$ cat src/rtl/rst_seq.sv
// -----------------------------------------------------------------------------
// rst_seq -- reset sequencer downstream of the clock/reset manager.
//
// Releases NUM_DOM reset domains one after another, STAGE_CYC clk cycles apart,
// after a hard reset (rst_n) or after a warm reset.  A warm reset is requested
// by software (sw_rst_req) or the watchdog (wdt_rst_req).  It is honoured only
// once every domain is released.  It holds all domains low for HOLD_CYC cycles
// and then reruns the staged release.  The cause of the most recent warm reset
// is kept in rst_cause for firmware.
//
// Ports
//   clk          in   1        system clock
//   rst_n        in   1        async active-low hard reset
//   sw_rst_req   in   1        software warm-reset request (sampled on posedge)
//   wdt_rst_req  in   1        watchdog warm-reset request (sampled on posedge)
//   cause_clr    in   1        clears rst_cause (sampled on posedge)
//   dom_rst_n    out  NUM_DOM  per-domain active-low resets, registered
//   seq_done     out  1        1 = all domains released
//   rst_cause    out  2        {wdt,sw} cause of last warm reset; 00 = hard reset
// -----------------------------------------------------------------------------
module rst_seq #(
    parameter int NUM_DOM   = 4,
    parameter int STAGE_CYC = 16,
    parameter int HOLD_CYC  = 8
) (
    input  logic               clk,
    input  logic               rst_n,
    input  logic               sw_rst_req,
    input  logic               wdt_rst_req,
    input  logic               cause_clr,
    output logic [NUM_DOM-1:0] dom_rst_n,
    output logic               seq_done,
    output logic [1:0]         rst_cause
);

    localparam int MAX_CYC = (STAGE_CYC > HOLD_CYC) ? STAGE_CYC : HOLD_CYC;
    localparam int CNT_W   = (MAX_CYC > 1) ? $clog2(MAX_CYC) : 1;
    localparam int IDX_W   = (NUM_DOM > 1) ? $clog2(NUM_DOM) : 1;

    localparam logic [CNT_W-1:0] STAGE_LAST = CNT_W'(STAGE_CYC - 1);
    localparam logic [CNT_W-1:0] HOLD_LAST  = CNT_W'(HOLD_CYC - 1);
    localparam logic [IDX_W-1:0] IDX_LAST   = IDX_W'(NUM_DOM - 1);

    typedef enum logic [1:0] {
        ST_STAGE,   // counting towards the next domain release
        ST_RUN,     // all domains released
        ST_HOLD     // warm reset: all domains held low
    } state_t;

    state_t             state,     state_nx;
    logic [CNT_W-1:0]   cnt,       cnt_nx;
    logic [IDX_W-1:0]   idx,       idx_nx;
    logic [NUM_DOM-1:0] dom_nx;
    logic               done_nx;
    logic [1:0]         cause_nx;

    // NOTE: every signal written here gets a default first; a path that
    // leaves one unassigned would infer a latch.
    always_comb begin
        state_nx = state;
        cnt_nx   = cnt;
        idx_nx   = idx;
        dom_nx   = dom_rst_n;
        done_nx  = seq_done;
        cause_nx = rst_cause;

        // A warm reset captured below overrides this clear.
        if (cause_clr)
            cause_nx = 2'b00;

        case (state)
            ST_STAGE: begin
                if (cnt == STAGE_LAST) begin
                    cnt_nx      = '0;
                    dom_nx[idx] = 1'b1;
                    if (idx == IDX_LAST) begin
                        state_nx = ST_RUN;
                        done_nx  = 1'b1;
                    end else begin
                        idx_nx = idx + 1'b1;
                    end
                end else begin
                    cnt_nx = cnt + 1'b1;
                end
            end

            ST_RUN: begin
                if (sw_rst_req || wdt_rst_req) begin
                    state_nx = ST_HOLD;
                    cnt_nx   = '0;
                    idx_nx   = '0;
                    dom_nx   = '0;
                    done_nx  = 1'b0;
                    cause_nx = {wdt_rst_req, sw_rst_req};
                end
            end

            ST_HOLD: begin
                if (cnt == HOLD_LAST) begin
                    cnt_nx   = '0;
                    state_nx = ST_STAGE;
                end else begin
                    cnt_nx = cnt + 1'b1;
                end
            end

            default: begin
                state_nx = ST_STAGE;
                cnt_nx   = '0;
                idx_nx   = '0;
            end
        endcase
    end

    // NOTE: state is updated with non-blocking assignments so every flop
    // samples the pre-edge values, independent of statement order.
    always_ff @(posedge clk or negedge rst_n) begin
        if (!rst_n) begin
            state     <= ST_STAGE;
            cnt       <= '0;
            idx       <= '0;
            dom_rst_n <= '0;
            seq_done  <= 1'b0;
            rst_cause <= 2'b00;
        end else begin
            state     <= state_nx;
            cnt       <= cnt_nx;
            idx       <= idx_nx;
            dom_rst_n <= dom_nx;
            seq_done  <= done_nx;
            rst_cause <= cause_nx;
        end
    end

endmodule

$ cat config.mk
export PLATFORM = sky130hd
export DESIGN_NAME = rst_seq
export DESIGN_NICKNAME = d
export VERILOG_FILES = /design/src/rtl/rst_seq.sv
export SDC_FILE = /design/constraint.sdc
export NUM_CORES = 1
export LEC_CHECK = 0
export ABC_CLOCK_PERIOD_IN_PS = 1300
export CAP_MARGIN = 20
export CORE_ASPECT_RATIO = 1.25
export CORE_MARGIN = 2
export CORE_UTILIZATION = 38
export DETAILED_ROUTE_END_ITERATION = 8
export GPL_ROUTABILITY_DRIVEN = 0
export PLACE_DENSITY = 0.68
export SYNTH_ARGS = -nofsm -noshare
export SYNTH_HDL_FRONTEND = slang
export SYNTH_SLANG_ARGS = --single-unit
$ cat constraint.sdc
create_clock -name clk -period 1.3 [get_ports clk]
set_input_delay 0.26 -clock clk [delete_from_list [all_inputs] [get_ports clk]]
set_output_delay 0.26 -clock clk [all_outputs]
set_load 0.005 [all_outputs]
# Word-level counts from Yosys, hierarchy flattened
# Cells that the tools add are included.
# totals
reg_bits,15
out_inout_bits,7
word_cells,54
# op_classes
n_addsub,2
magnitude_cmp,2
eq_ne,10
n_mux,24
bitwise,2
reduce_logical,8
# op_table
op,n
$mux 2,10
$mux 4,4
$pmux 2 s3,2
$pmux 4 s3,1
$reduce_and 4->1,3
$ne 2x2->1 const B,5
$pmux 4 s2,1
$add 4x1->4 const B,1
$eq 2x2->1 const B,2
$eq 4x3->1 const B,1
$eq 4x4->1 const B,1
$mux 1,4
$or 4x4->4,1
$lt 2x3->1 const B,1
$reduce_and 3->1,1
$add 2x1->2 const B,1
$demux 1 s2,1
$eq 2x1->1 const B,1
$ge 2x1->1 const B,1
$logic_not 2->1,1
$pmux 1 s2,1
$reduce_bool 2->1,1
$logic_and 1x1->1,1
$logic_or 1x1->1,1
$not 1->1,1

# Depth between registers and ports, before layout
# Gate-level depths: netlist of the first run.
# depth
ltp_word,7
depth_mapped,4
depth_no_buf,4

# Worst setup path after synthesis of the first run
# No wires, ideal clock.
# synth_timing
path_type,register to register
from,register cnt[0]
to,register idx[1]
setup_ps,126
arrival_ps,1292
required_ps,1174
path_slack_ps,-118
stages_incl_launch_ff,5
period_less_slack_ps,1418
cell_sequence,dfrtp_1 > ha_1 > nand4b_4 > or2_0 > a311o_1
# synth_between
elab_chain_len,3
# synth_lines
item,line,source
from (decl),51,"logic [CNT_W-1:0] cnt, cnt_nx;"
from (signal assigned),127,cnt <= cnt_nx;
$eq 4x4->1,73,if (cnt == STAGE_LAST) begin
$ne 2x2->1 (no source line),--,
$reduce_and 4->1 (no source line),--,
to (signal assigned),128,idx <= idx_nx;
to (decl),52,"logic [IDX_W-1:0] idx, idx_nx;"
# No other way between the ends.
# A chain may end at the register's enable or synchronous reset.

# Worst setup path in the final report of the first run
# layout_timing
from,register cnt[1]
to,register idx[0]
# The elaborated chain is that of the path after synthesis.

==> results of run 1 <==
## worst register-to-register path: stages, from the launching register on
cell                       delay (ns)
sky130_fd_sc_hd__dfrtp_1         0.40
sky130_fd_sc_hd__ha_4            0.17
sky130_fd_sc_hd__nand4b_4        0.13
sky130_fd_sc_hd__or2_4           0.26
sky130_fd_sc_hd__a221o_1         0.29
## cell usage in the layout (no fill, tap or decap), types with 2 or more instances in the layout
cell type,netlist,layout
sky130_fd_sc_hd__buf_4,0,28
sky130_fd_sc_hd__dfrtp_1,15,14
sky130_fd_sc_hd__nand2_1,7,7
sky130_fd_sc_hd__dlygate4sd2_1,0,7
sky130_fd_sc_hd__o21ai_0,6,6
sky130_fd_sc_hd__a22o_1,5,5
sky130_fd_sc_hd__inv_1,5,4
sky130_fd_sc_hd__ha_1,5,3
sky130_fd_sc_hd__clkbuf_4,0,3
sky130_fd_sc_hd__clkdlybuf4s50_1,0,3
sky130_fd_sc_hd__a32o_1,2,2
sky130_fd_sc_hd__nand3_1,2,2
sky130_fd_sc_hd__nor4b_4,1,2
sky130_fd_sc_hd__nor2_1,2,2
sky130_fd_sc_hd__xnor2_1,2,2
sky130_fd_sc_hd__ha_4,0,2
## layer usage
layer | vias up | track usage | share of wire
met5 | - | 0 | 0
li1 | 332 | - | -
met4 | 0 | 0.126 | 0.015
met3 | 2 | 0.0231 | 0.023
met1 | 330 | 0.195 | 0.40
met2 | 8 | 0.348 | 0.56
## cell usage after synthesis, types with 2 or more instances
library cell,n,area [µm²]
sky130_fd_sc_hd__xnor2_1,2,17.5
sky130_fd_sc_hd__o21ai_0,6,30.0
sky130_fd_sc_hd__buf_2,2,10.0
sky130_fd_sc_hd__inv_1,5,18.8
sky130_fd_sc_hd__nand3_1,2,10.0
sky130_fd_sc_hd__dfrtp_1,15,375
sky130_fd_sc_hd__ha_1,5,62.6
sky130_fd_sc_hd__a32o_1,2,20.0
sky130_fd_sc_hd__a22o_1,5,43.8
sky130_fd_sc_hd__nand2_1,7,26.3
sky130_fd_sc_hd__nor2_1,2,7.51
## area by class of cell
cell class | count | area [µm²] | area share
Clock buffer | 3 | 22.5 | 0.0191
Sequential cell | 15 | 377 | 0.320
Multi-Input combinational cell | 46 | 415 | 0.353
Timing Repair Buffer | 39 | 314 | 0.267
Clock inverter | 1 | 5.00 | 0.00425
Inverter | 5 | 18.8 | 0.0159
Tap cell | 20 | 25.0 | 0.0213
## report_power, final
part	internal (mW)	switching [mW]	total, mW
Sequential	0.466	0	0.466
Combinational	0.0144	0.0156	0.0300
Clock	0.114	0.155	0.269
Total	0.595	0.170	0.765
## through the flow
step                      instances  cell area, µm²
final                           129            1180
after global routing            129            1180
after CTS                       129            1160
after detailed placement        118            1070
after global placement          118            1070
after floorplan                  69             800
## flip-flops by register name, summed over array words and instances, names as in the netlist
signal,flops
idx,2
seq_done,1
state,2
cnt,4
dom_rst_n,4
rst_cause,2
## cells by family after synthesis
logic type,after synthesis
AND/OR/NAND/NOR,19
buffers and inverters,8
flip-flops,15
AO/OA/AOI/OAI,20
adder cells (fa/ha/maj),5
XOR/XNOR,2
## what timing repair did
action | CTS | global route
endpoints found under the setup margin | 11 | 8
pin swaps | 2 | 3
resized for setup | 12 | 4
hold endpoints to repair | 0 | 0
buffers inserted | 7 | 0
## how the worst min path moves through the flow
| stage | from | end | slack (ns) | cells past startpoint |
|---|---|---|---|---|
| global placement | dom_rst_n[0] | dom_rst_n[0] | 0.48 | 1 |
| finish | rst_n | seq_done | 0.28 | 2 |
| CTS | rst_n | seq_done | 0.28 | 2 |
| detailed placement | dom_rst_n[2] | dom_rst_n[2] | 0.50 | 1 |
| global route | rst_n | idx[1] | 0.30 | 2 |
| floorplan | rst_n | cnt[0] | -0.04 | 0 |
==> run_summary.xml, run 1 <==
<?xml version="1.0" encoding="UTF-8"?>
<metrics>
  <group name="run_status">
    <metric name="result_of_the_run" unit="">complete, but fails checks</metric>
    <metric name="failing_checks" unit="">negative setup slack</metric>
  </group>
  <group name="synthesis">
    <metric name="yosys-mux-area-fraction" unit="">0</metric>
    <metric name="syn-mean-instance-area" unit="µm²">11.4</metric>
    <metric name="synth.yosys.seq_area_share" unit="">0.477</metric>
    <metric name="post_synthesis_async_set_or_reset_flop_share" unit="">1.00</metric>
    <metric name="synth_enable_flop_cells" unit="">0</metric>
    <metric name="yosys_warnings" unit="">0</metric>
    <metric name="postSynthRegisterBits" unit="">15</metric>
    <metric name="yosys.cell_types.count" unit="">27</metric>
    <metric name="synthesis.area" unit="µm²">787</metric>
    <metric name="synth_area_in_compound_gates" unit="">0.200</metric>
    <metric name="netlist_instances" unit="">69</metric>
    <metric name="synth-xor-area-share" unit="">0.0223</metric>
    <metric name="synth_top_family_by_area" unit="">compound AO/OA/AOI/OAI gates</metric>
    <metric name="synth-main-ff-cell" unit="">sky130_fd_sc_hd__dfrtp_1</metric>
    <metric name="post_synth_fa_ha_maj_area_fraction" unit="">0.0795</metric>
    <metric name="post_synth_and_or_nand_nor_area_fraction" unit="">0.170</metric>
    <metric name="synth_nets" unit="">79</metric>
  </group>
  <group name="floorplanning">
    <metric name="io-pin-count" unit="">12</metric>
    <metric name="core-area" unit="mm²">0.00196</metric>
    <metric name="fp.dieArea" unit="mm²">0.00245</metric>
    <metric name="dieHeight" unit="µm">54.9</metric>
    <metric name="die_w" unit="µm">44.7</metric>
    <metric name="floorplan.initialDensity" unit="">0.402</metric>
    <metric name="core.rowCount" unit="">18</metric>
  </group>
  <group name="clock_network">
    <metric name="postCtsHoldBufs" unit="">0</metric>
    <metric name="root_buffer" unit="">sky130_fd_sc_hd__clkbuf_4</metric>
    <metric name="clk_latency" unit="ns">0.28</metric>
    <metric name="htree_num_levels" unit="">1</metric>
    <metric name="tritoncts" unit="">built</metric>
    <metric name="clkTransAtPathRegs" unit="ns">0.09</metric>
    <metric name="cts_buffers" unit="">3</metric>
    <metric name="cts_max_path_buffers" unit="">2</metric>
    <metric name="clkSinkCount" unit="">15</metric>
  </group>
  <group name="setup_path">
    <metric name="worst_setup_path_start_kind" unit="">flop</metric>
    <metric name="critical_path.startpoint" unit="">cnt[1]</metric>
    <metric name="worstSetupPathDepth" unit="">4</metric>
    <metric name="worstPathMaxFanout" unit="">4</metric>
    <metric name="crit_path_end" unit="">idx[0]</metric>
    <metric name="data_arrival_at_the_endpoint_of_the_critical_path" unit="ns">1.53</metric>
    <metric name="cpMaxStageDelayCell" unit="">sky130_fd_sc_hd__dfrtp_1</metric>
    <metric name="timing.critical_path.required" unit="ns">1.47</metric>
    <metric name="slowest_delay" unit="ns">0.40</metric>
    <metric name="worstReg2RegEnd" unit="">idx[0]</metric>
    <metric name="cp_top_family" unit="">flip-flops</metric>
    <metric name="rr_worst_depth" unit="">4</metric>
    <metric name="critPathBufInv" unit="">0</metric>
    <metric name="worst_r2r_startpoint" unit="">cnt[1]</metric>
    <metric name="worstSetupPathType" unit="">reg -&gt; reg</metric>
    <metric name="cp-end-kind" unit="">flop</metric>
    <metric name="r2r_setup_slack" unit="ns">-0.06</metric>
    <metric name="timing.critical_path.cells" unit="">ha_4, nand4b_4, or2_4, a221o_1</metric>
  </group>
  <group name="power">
    <metric name="static-leakage-power" unit="nW">0.572</metric>
    <metric name="finalPower" unit="mW">0.765</metric>
    <metric name="p_per_area" unit="mW/mm²">650</metric>
    <metric name="ir_drop" unit="V">0.000686</metric>
  </group>
  <group name="timing">
    <metric name="finalHoldViolations" unit="">0</metric>
    <metric name="slew-limit-headroom" unit="">0.833</metric>
    <metric name="final.hold.worst_slack" unit="ns">0.284</metric>
    <metric name="setup-violations-final" unit="">2</metric>
    <metric name="fin_worst_skew" unit="ns">0.000546</metric>
    <metric name="final_min_period_over_clock_period" unit="">1.05</metric>
    <metric name="timing.setup.tns" unit="ns">-0.0881</metric>
    <metric name="maxSlewViolCount" unit="">0</metric>
    <metric name="layout_min_cycle_time" unit="ns">1.36</metric>
    <metric name="finalWorstSetupSlack" unit="ns">-0.0609</metric>
    <metric name="fmax" unit="MHz">735</metric>
    <metric name="worstMarginPinSlew" unit="ns">0.251</metric>
    <metric name="rsz_0062_raised_after_global_routing" unit="">yes</metric>
  </group>
  <group name="grt">
    <metric name="grt_use_total" unit="">0.188</metric>
    <metric name="grt_start_max_net_pins" unit="">16</metric>
    <metric name="antenna_found_initial" unit="">0</metric>
    <metric name="vias_in_the_first_global_route" unit="">741</metric>
    <metric name="gr-total-overflow" unit="">0</metric>
    <metric name="wire_length_of_the_first_global_routing_pass" unit="µm">3190</metric>
  </group>
  <group name="flow_run">
    <metric name="timing.max_cap.violations" unit="">0</metric>
  </group>
  <group name="placed_design">
    <metric name="place_ws" unit="ns">-0.289</metric>
    <metric name="port_buffers" unit="">11</metric>
    <metric name="hpwl" unit="µm">1390</metric>
  </group>
  <group name="cells_and_area">
    <metric name="antenna_cells_inserted" unit="">0</metric>
    <metric name="final_net_count" unit="">120</metric>
    <metric name="layout.filler_cells" unit="">162</metric>
    <metric name="share_of_the_core_filled_with_cells_in_the_final_layout" unit="">0.601</metric>
    <metric name="syn_to_final_growth" unit="%">49.6</metric>
    <metric name="layout-drive-gt1-share" unit="">0.385</metric>
  </group>
  <group name="routing">
    <metric name="vias_per_cell" unit="">5.21</metric>
    <metric name="route.detailed.drc" unit="">0</metric>
    <metric name="antenna_left" unit="">0</metric>
    <metric name="postRouteWirelength" unit="µm">1850</metric>
    <metric name="drt-initial-drc-count" unit="">10</metric>
    <metric name="firstDrtPassIters" unit="">4</metric>
    <metric name="avgRoutedWirePerCell" unit="µm">14.3</metric>
    <metric name="detailroute.via_count" unit="">672</metric>
  </group>
  <group name="hold_path">
    <metric name="hold_path.class" unit="">in -&gt; async</metric>
  </group>
</metrics>
No activity file was read; power rests on OpenSTA's default activity.
==> run 2: changes to the inputs <==
--- a/config.mk
+++ b/config.mk
@@ -7,12 +7,14 @@
 export LEC_CHECK = 0
 export ABC_CLOCK_PERIOD_IN_PS = 1300
 export CAP_MARGIN = 20
+export CELL_PAD_IN_SITES_DETAIL_PLACEMENT = 2
+export CELL_PAD_IN_SITES_GLOBAL_PLACEMENT = 2
 export CORE_ASPECT_RATIO = 1.25
 export CORE_MARGIN = 2
-export CORE_UTILIZATION = 38
+export CORE_UTILIZATION = 30
 export DETAILED_ROUTE_END_ITERATION = 8
 export GPL_ROUTABILITY_DRIVEN = 0
-export PLACE_DENSITY = 0.68
+export PLACE_DENSITY = 0.78
 export SYNTH_ARGS = -nofsm -noshare
 export SYNTH_HDL_FRONTEND = slang
 export SYNTH_SLANG_ARGS = --single-unit
==> run 2 against run 1 <==
  * The run still ends with negative setup slack left
  * Clock skew grew 0.0071 ns
  * Combinational power up 16%
  * Sequential share of layout area shrank 1.8 points
  * Cell count increased by 13%
  * Via count is 9.2% higher
  * Non-clock buffer count is 4 higher
  * Final area increased by 6.1%
  * Clock-buffer cell count stayed put
  * Utilization shrank 9.2 points
  * Global-route usage rose by 0.53 points
  * Setup slack better by 0.0040 ns
  * Critical path type unchanged
  * Largest cell class unchanged
==> run_summary.xml, run 2 (synthesis gave the netlist of run 1 again) <==
<?xml version="1.0" encoding="UTF-8"?>
<metrics>
  <group name="run_status">
    <metric name="result_of_the_run" unit="">complete, but fails checks</metric>
    <metric name="failing_checks" unit="">negative setup slack</metric>
  </group>
  <group name="floorplanning">
    <metric name="die_w" unit="µm">49.8</metric>
    <metric name="core-area" unit="mm²">0.00245</metric>
    <metric name="floorplan.initialDensity" unit="">0.321</metric>
    <metric name="core.rowCount" unit="">20</metric>
    <metric name="dieHeight" unit="µm">61.3</metric>
    <metric name="fp.dieArea" unit="mm²">0.00305</metric>
    <metric name="io-pin-count" unit="">12</metric>
  </group>
  <group name="timing">
    <metric name="final_min_period_over_clock_period" unit="">1.04</metric>
    <metric name="maxSlewViolCount" unit="">0</metric>
    <metric name="final.hold.worst_slack" unit="ns">0.275</metric>
    <metric name="rsz_0062_raised_after_global_routing" unit="">yes</metric>
    <metric name="worstMarginPinSlew" unit="ns">0.275</metric>
    <metric name="fin_worst_skew" unit="ns">0.00767</metric>
    <metric name="fmax" unit="MHz">737</metric>
    <metric name="slew-limit-headroom" unit="">0.816</metric>
    <metric name="finalHoldViolations" unit="">0</metric>
    <metric name="setup-violations-final" unit="">4</metric>
    <metric name="layout_min_cycle_time" unit="ns">1.36</metric>
    <metric name="finalWorstSetupSlack" unit="ns">-0.0569</metric>
  </group>
  <group name="grt">
    <metric name="fraction_of_met2_tracks_used_by_global_routing" unit="">0.404</metric>
    <metric name="grt_use_total" unit="">0.193</metric>
    <metric name="gr-total-overflow" unit="">0</metric>
    <metric name="vias_in_the_first_global_route" unit="">870</metric>
    <metric name="use_met1" unit="">0.196</metric>
    <metric name="antenna_found_initial" unit="">0</metric>
    <metric name="grt_start_max_net_pins" unit="">16</metric>
    <metric name="global_route.peak_usage_layer" unit="">met2</metric>
    <metric name="use_met3" unit="">0.0243</metric>
    <metric name="wire_length_of_the_first_global_routing_pass" unit="µm">4290</metric>
  </group>
  <group name="clock_network">
    <metric name="cts_buffers" unit="">3</metric>
    <metric name="tritoncts" unit="">built</metric>
    <metric name="clkTransAtPathRegs" unit="ns">0.10</metric>
    <metric name="root_buffer" unit="">sky130_fd_sc_hd__clkbuf_4</metric>
    <metric name="clk_latency" unit="ns">0.29</metric>
    <metric name="htree_num_levels" unit="">1</metric>
    <metric name="cts_max_path_buffers" unit="">2</metric>
    <metric name="clkSinkCount" unit="">15</metric>
  </group>
  <group name="cells_and_area">
    <metric name="final_std_cells_w_o_fill" unit="">146</metric>
    <metric name="commonest_non_fill_non_tap_cell_in_the_layout" unit="">sky130_fd_sc_hd__buf_4</metric>
    <metric name="final_net_count" unit="">124</metric>
    <metric name="antenna_cells_inserted" unit="">0</metric>
    <metric name="largestRegisters" unit="">cnt: 4 flops, dom_rst_n: 4 flops</metric>
    <metric name="syn_to_final_growth" unit="%">58.7</metric>
    <metric name="layout-drive-gt1-share" unit="">0.460</metric>
    <metric name="layout.cells.most_common_list" unit="">sky130_fd_sc_hd__buf_4 (31), sky130_fd_sc_hd__dfrtp_1 (14), sky130_fd_sc_hd__dlygate4sd2_1 (7)</metric>
    <metric name="share_of_the_core_filled_with_cells_in_the_final_layout" unit="">0.509</metric>
  </group>
  <group name="placed_design">
    <metric name="place_ws" unit="ns">-0.240</metric>
    <metric name="hpwl" unit="µm">1890</metric>
    <metric name="port_buffers" unit="">11</metric>
    <metric name="place.detailed.instances" unit="">132</metric>
  </group>
  <group name="setup_path">
    <metric name="data_arrival_at_the_endpoint_of_the_critical_path" unit="ns">1.54</metric>
    <metric name="worst_setup_path_start_kind" unit="">flop</metric>
    <metric name="timing.critical_path.required" unit="ns">1.49</metric>
    <metric name="worstSetupPathType" unit="">reg -&gt; reg</metric>
    <metric name="worst_r2r_startpoint" unit="">cnt[1]</metric>
    <metric name="worstReg2RegEnd" unit="">idx[0]</metric>
    <metric name="r2r_setup_slack" unit="ns">-0.06</metric>
    <metric name="rr_worst_depth" unit="">4</metric>
    <metric name="worstPathMaxFanout" unit="">4</metric>
    <metric name="cp-end-kind" unit="">flop</metric>
  </group>
  <group name="routing">
    <metric name="antenna_left" unit="">0</metric>
    <metric name="avgRoutedWirePerCell" unit="µm">17.7</metric>
    <metric name="postRouteWirelength" unit="µm">2590</metric>
    <metric name="vias_per_cell" unit="">5.03</metric>
    <metric name="detailroute.via_count" unit="">734</metric>
    <metric name="drt-initial-drc-count" unit="">0</metric>
    <metric name="route.detailed.drc" unit="">0</metric>
    <metric name="firstDrtPassIters" unit="">1</metric>
  </group>
  <group name="power">
    <metric name="static-leakage-power" unit="nW">0.589</metric>
    <metric name="p_per_area" unit="mW/mm²">628</metric>
    <metric name="ir_drop" unit="V">0.000482</metric>
  </group>
  <group name="flow_run">
    <metric name="timing.max_cap.violations" unit="">0</metric>
  </group>
  <group name="hold_path">
    <metric name="hold_path.class" unit="">in -&gt; async</metric>
  </group>
</metrics>
-- run 2: cell type report --
type                    instances  area [µm²]
multi-input cells              46         439
clock inverters                 1        5.00
well taps                      33        41.3
flip-flops and latches         15         377
fillers                       274        1200
inverters                       5        18.8
repair buffers                 43         345
clock buffers                   3        22.5
-- run 2: layer usage --
| layer | wire [µm] | vias up |
|---|---|---|
| li1 | - | 341 |
| met1 | 1030 | 379 |
| met2 | 1500 | 9 |
| met3 | 35 | 5 |
| met4 | 25 | 0 |
| met5 | 0 | - |
-- run 2: worst max-delay path: stages (launching register included) --
cell and delay (ns):
sky130_fd_sc_hd__dfrtp_1 0.41, sky130_fd_sc_hd__ha_4 0.19, sky130_fd_sc_hd__nand4b_4 0.11, sky130_fd_sc_hd__or2_4 0.25, sky130_fd_sc_hd__a221o_1 0.30
-- run 2: worst max-delay path by stage --
stage / from / end / slack [ns] / cells past startpoint
detailed placement: sw_rst_req / cnt[0] / -0.24 / 5
global route: cnt[1] / idx[1] / -0.12 / 5
global placement: sw_rst_req / cnt[2] / -0.17 / 5
floorplan: cnt[1] / idx[0] / -0.02 / 4
CTS: cnt[0] / idx[0] / -0.08 / 4
finish: cnt[1] / idx[0] / -0.06 / 4
-- run 2: what timing repair did --
action                                 CTS  global route
setup endpoints to repair               18            11
pin swaps                                6             5
resized for setup                       15             8
endpoints found under the hold margin    0             0
hold buffers                             0             0
setup buffers                            8             2
-- run 2: through the flow --
step                      power (mW)  TNS (ns)  cell area [µm²]
after floorplan                0.477   -0.0176              800
after global placement         0.509     -1.42             1090
after detailed placement       0.511     -2.08             1090
after CTS                      0.798    -0.250             1200
after global routing           0.813    -0.397             1250
final                          0.785    -0.122             1250
-- run 2: power breakdown --
group	internal (mW)	switching, mW
registers	0.466	0
clock network	0.115	0.169
logic	0.0169	0.0178
==> run 3: changes to the inputs <==
--- a/config.mk
+++ b/config.mk
@@ -5,16 +5,17 @@
 export SDC_FILE = /design/constraint.sdc
 export NUM_CORES = 1
 export LEC_CHECK = 0
+export ABC_AREA = 1
 export ABC_CLOCK_PERIOD_IN_PS = 1300
 export CAP_MARGIN = 20
 export CELL_PAD_IN_SITES_DETAIL_PLACEMENT = 2
 export CELL_PAD_IN_SITES_GLOBAL_PLACEMENT = 2
 export CORE_ASPECT_RATIO = 1.25
 export CORE_MARGIN = 2
-export CORE_UTILIZATION = 30
+export CORE_UTILIZATION = 27
 export DETAILED_ROUTE_END_ITERATION = 8
 export GPL_ROUTABILITY_DRIVEN = 0
-export PLACE_DENSITY = 0.78
+export PLACE_DENSITY = 0.79
 export SYNTH_ARGS = -nofsm -noshare
 export SYNTH_HDL_FRONTEND = slang
 export SYNTH_SLANG_ARGS = --single-unit
==> run 3 against run 2 <==
  * The run now ends clean
  * Non-clock buffer count decreased by 12
  * Fmax increased by 9.8%
  * Clock-buffer cell count stayed put
  * Critical path depth is 3 higher
  * Sequential power about the same
  * Worst hold slack got worse by 0.0020 ns
  * Combinational power is 3% higher
  * Sequential share of layout area is 2.9 points higher
  * Cell count rose by 19%
  * Area after synthesis is 3.0% higher
  * Clock skew hardly changed
  * Largest power group unchanged
==> run_summary.xml, run 3 <==
<?xml version="1.0" encoding="UTF-8"?>
<metrics>
  <group name="run_status">
    <metric name="result_of_the_run" unit="">finished clean</metric>
  </group>
  <group name="floorplanning">
    <metric name="die_w" unit="µm">53.0</metric>
    <metric name="core-area" unit="mm²">0.00289</metric>
    <metric name="core.rowCount" unit="">22</metric>
    <metric name="io-pin-count" unit="">12</metric>
    <metric name="fp.dieArea" unit="mm²">0.00346</metric>
    <metric name="dieHeight" unit="µm">65.3</metric>
    <metric name="floorplan.initialDensity" unit="">0.281</metric>
  </group>
  <group name="setup_path">
    <metric name="worstSetupPathType" unit="">reg -&gt; reg</metric>
    <metric name="worstReg2RegEnd" unit="">dom_rst_n[2]</metric>
    <metric name="critical_path.startpoint" unit="">state[0]</metric>
    <metric name="crit_path_end" unit="">dom_rst_n[2]</metric>
    <metric name="worst_r2r_startpoint" unit="">state[0]</metric>
    <metric name="worstPathMaxFanout" unit="">6</metric>
    <metric name="worst_setup_path_start_kind" unit="">flop</metric>
    <metric name="data_arrival_at_the_endpoint_of_the_critical_path" unit="ns">1.43</metric>
    <metric name="timing.critical_path.required" unit="ns">1.50</metric>
    <metric name="r2r_setup_slack" unit="ns">0.06</metric>
    <metric name="cp-end-kind" unit="">flop</metric>
    <metric name="rr_worst_depth" unit="">7</metric>
  </group>
  <group name="power">
    <metric name="switching_share" unit="">0.236</metric>
    <metric name="p_comb_frac" unit="">0.046</metric>
    <metric name="intPower" unit="mW">0.598</metric>
    <metric name="p_per_area" unit="mW/mm²">687</metric>
    <metric name="power_switching" unit="mW">0.185</metric>
    <metric name="ir_drop" unit="V">0.000446</metric>
    <metric name="static-leakage-power" unit="nW">0.615</metric>
    <metric name="share_seq_of_total_power" unit="">0.595</metric>
    <metric name="clockPowerShare" unit="">0.359</metric>
  </group>
  <group name="synthesis">
    <metric name="synthesis.area" unit="µm²">811</metric>
    <metric name="post_synthesis_async_set_or_reset_flop_share" unit="">1.00</metric>
    <metric name="yosys.cell_types.count" unit="">16</metric>
    <metric name="syn-mean-instance-area" unit="µm²">7.80</metric>
    <metric name="synth_area_leaders" unit="">sky130_fd_sc_hd__dfrtp_1 (46%), sky130_fd_sc_hd__nand2_1 (15%), sky130_fd_sc_hd__nor2_1 (7.9%), sky130_fd_sc_hd__ha_1 (7.7%), sky130_fd_sc_hd__nand3_1 (4.9%)</metric>
    <metric name="yosys_warnings" unit="">0</metric>
    <metric name="synth_enable_flop_cells" unit="">0</metric>
    <metric name="synth-main-ff-cell" unit="">sky130_fd_sc_hd__dfrtp_1</metric>
    <metric name="netlist.area_leader.share" unit="">0.463</metric>
    <metric name="postSynthRegisterBits" unit="">15</metric>
    <metric name="netlist_instances" unit="">104</metric>
    <metric name="synth.yosys.seq_area_share" unit="">0.463</metric>
    <metric name="synth_nets" unit="">114</metric>
    <metric name="ys_top_cells_by_count" unit="">sky130_fd_sc_hd__nand2_1 (33), sky130_fd_sc_hd__nor2_1 (17), sky130_fd_sc_hd__dfrtp_1 (15)</metric>
    <metric name="synth_most_common_cell" unit="">sky130_fd_sc_hd__nand2_1</metric>
    <metric name="synth_area_leader_cell" unit="">sky130_fd_sc_hd__dfrtp_1</metric>
  </group>
  <group name="clock_network">
    <metric name="clkSinkCount" unit="">15</metric>
    <metric name="tritoncts" unit="">built</metric>
    <metric name="postCtsHoldBufs" unit="">0</metric>
    <metric name="cts_max_path_buffers" unit="">2</metric>
    <metric name="clkTransAtPathRegs" unit="ns">0.10</metric>
    <metric name="htree_num_levels" unit="">1</metric>
    <metric name="cts_buffers" unit="">3</metric>
    <metric name="root_buffer" unit="">sky130_fd_sc_hd__clkbuf_4</metric>
    <metric name="clk_latency" unit="ns">0.29</metric>
  </group>
  <group name="placed_design">
    <metric name="port_buffers" unit="">11</metric>
    <metric name="post_dp_cell_area" unit="mm²">0.00106</metric>
    <metric name="hpwl" unit="µm">1850</metric>
  </group>
  <group name="routing">
    <metric name="avgRoutedWirePerCell" unit="µm">13.7</metric>
    <metric name="route.detailed.drc" unit="">0</metric>
    <metric name="antenna_left" unit="">0</metric>
    <metric name="detailroute.via_count" unit="">807</metric>
    <metric name="firstDrtPassIters" unit="">3</metric>
    <metric name="drt-initial-drc-count" unit="">4</metric>
    <metric name="postRouteWirelength" unit="µm">2390</metric>
    <metric name="vias_per_cell" unit="">4.64</metric>
  </group>
  <group name="grt">
    <metric name="antenna_found_initial" unit="">0</metric>
    <metric name="wire_length_of_the_first_global_routing_pass" unit="µm">3930</metric>
    <metric name="gr-total-overflow" unit="">0</metric>
    <metric name="vias_in_the_first_global_route" unit="">892</metric>
    <metric name="grt_use_total" unit="">0.159</metric>
    <metric name="grt_start_max_net_pins" unit="">16</metric>
  </group>
  <group name="timing">
    <metric name="final_min_period_over_clock_period" unit="">0.951</metric>
    <metric name="maxSlewViolCount" unit="">0</metric>
    <metric name="finalHoldViolations" unit="">0</metric>
    <metric name="fin_worst_skew" unit="ns">0.00800</metric>
    <metric name="rsz_0062_raised_after_global_routing" unit="">yes</metric>
    <metric name="worstMarginPinSlew" unit="ns">0.221</metric>
    <metric name="layout_min_cycle_time" unit="ns">1.24</metric>
    <metric name="setup-violations-final" unit="">0</metric>
    <metric name="timing.setup.tns" unit="ns">0</metric>
    <metric name="fmax" unit="MHz">809</metric>
    <metric name="slew-limit-headroom" unit="">0.853</metric>
  </group>
  <group name="flow_run">
    <metric name="timing.max_cap.violations" unit="">0</metric>
  </group>
  <group name="cells_and_area">
    <metric name="layout-drive-gt1-share" unit="">0.246</metric>
    <metric name="largestRegisters" unit="">cnt: 4 flops, dom_rst_n: 4 flops</metric>
    <metric name="commonest_non_fill_non_tap_cell_in_the_layout" unit="">sky130_fd_sc_hd__nand2_1</metric>
    <metric name="post-route-cell-area" unit="mm²">0.00114</metric>
    <metric name="layout.cells.most_common_list" unit="">sky130_fd_sc_hd__nand2_1 (33), sky130_fd_sc_hd__buf_4 (20), sky130_fd_sc_hd__nor2_1 (17)</metric>
    <metric name="syn_to_final_growth" unit="%">40.6</metric>
    <metric name="final_net_count" unit="">149</metric>
    <metric name="antenna_cells_inserted" unit="">0</metric>
  </group>
  <group name="hold_path">
    <metric name="hold_path.class" unit="">in -&gt; async</metric>
  </group>
</metrics>
-- run 3: changes by cell type after synthesis, sizes merged, moves of 3 or more --
cell   before  now
a22o        5    0
nand4       0    3
nand2       7   37
nor2        2   18
nand3       2    8
o21ai       6    2
inv         5    9
-- run 3: power groups by stage --
stage                     registers [mW]  clock network [mW]  logic, mW
final                              0.466               0.281     0.0358
after global routing               0.466               0.316     0.0402
after CTS                          0.466               0.301     0.0375
after detailed placement           0.475                   0     0.0375
after global placement             0.475                   0     0.0358
after floorplan                    0.476                   0    0.00549
-- run 3: metrics by stage --
step | util | total power [mW] | instances | hold WS, ns | worst slack [ns]
after floorplan | - | 0.481 | 104 | -0.0356 | 0.0962
after global routing | 0.394 | 0.822 | 174 | 0.287 | -0.0260
final | 0.394 | 0.783 | 174 | 0.273 | 0.0639
after CTS | 0.380 | 0.804 | 170 | 0.271 | 0.0289
after global placement | 0.365 | 0.511 | 163 | 0.474 | -0.0913
after detailed placement | 0.365 | 0.513 | 163 | 0.478 | -0.128
-- run 3: logic make-up after synthesis --
family	synth area share
buffers and inverters	0.0509
and+or+nand+nor	0.349
DFF	0.463
adders and majority gates	0.0772
xor gates and xnor gates	0.0108
AOI/OAI and AO/OA	0.0494
-- run 3: critical path, cell delays in order, from the launching register on --
cell and delay [ns]:
sky130_fd_sc_hd__dfrtp_2 0.41, sky130_fd_sc_hd__inv_2 0.09, sky130_fd_sc_hd__nor2_4 0.20, sky130_fd_sc_hd__nand2_2 0.10, sky130_fd_sc_hd__nand2_2 0.12, sky130_fd_sc_hd__nand2_2 0.10, sky130_fd_sc_hd__nand2_1 0.08, sky130_fd_sc_hd__nand2_1 0.05
-- run 3: how the worst min path moves through the flow --
stage                    to  slack (ns)  depth (start not counted)
2_1_floorplan        cnt[0]       -0.04                          0
3_3_place_gp       seq_done        0.47                          2
3_5_place_dp       seq_done        0.48                          2
4_1_cts        dom_rst_n[1]        0.27                          2
5_1_grt        dom_rst_n[2]        0.29                          2
6_report       dom_rst_n[3]        0.27                          2
-- run 3: metal layers --
metal | track usage | vias up | routed length [µm]
met2 | 0.303 | 7 | 1430
met1 | 0.163 | 401 | 892
met3 | 0.0273 | 4 | 41
met4 | 0.0673 | 0 | 30
met5 | 0 | - | 0
li1 | - | 395 | -
-- run 3: layout make-up --
class | instances | area [µm²]
Clock buffer | 3 | 22.5
Clock inverter | 1 | 5.00
Fill cell | 357 | 1750
Inverter | 9 | 33.8
Multi-Input combinational cell | 79 | 405
Sequential cell | 15 | 377
Tap cell | 36 | 45.0
Timing Repair Buffer | 31 | 251
-- run 3: repair_timing --
action,CTS,global route
cloned,0,0
setup endpoints to repair,9,11
gates resized for setup,8,5
pin swaps,0,3
buffers inserted,3,4
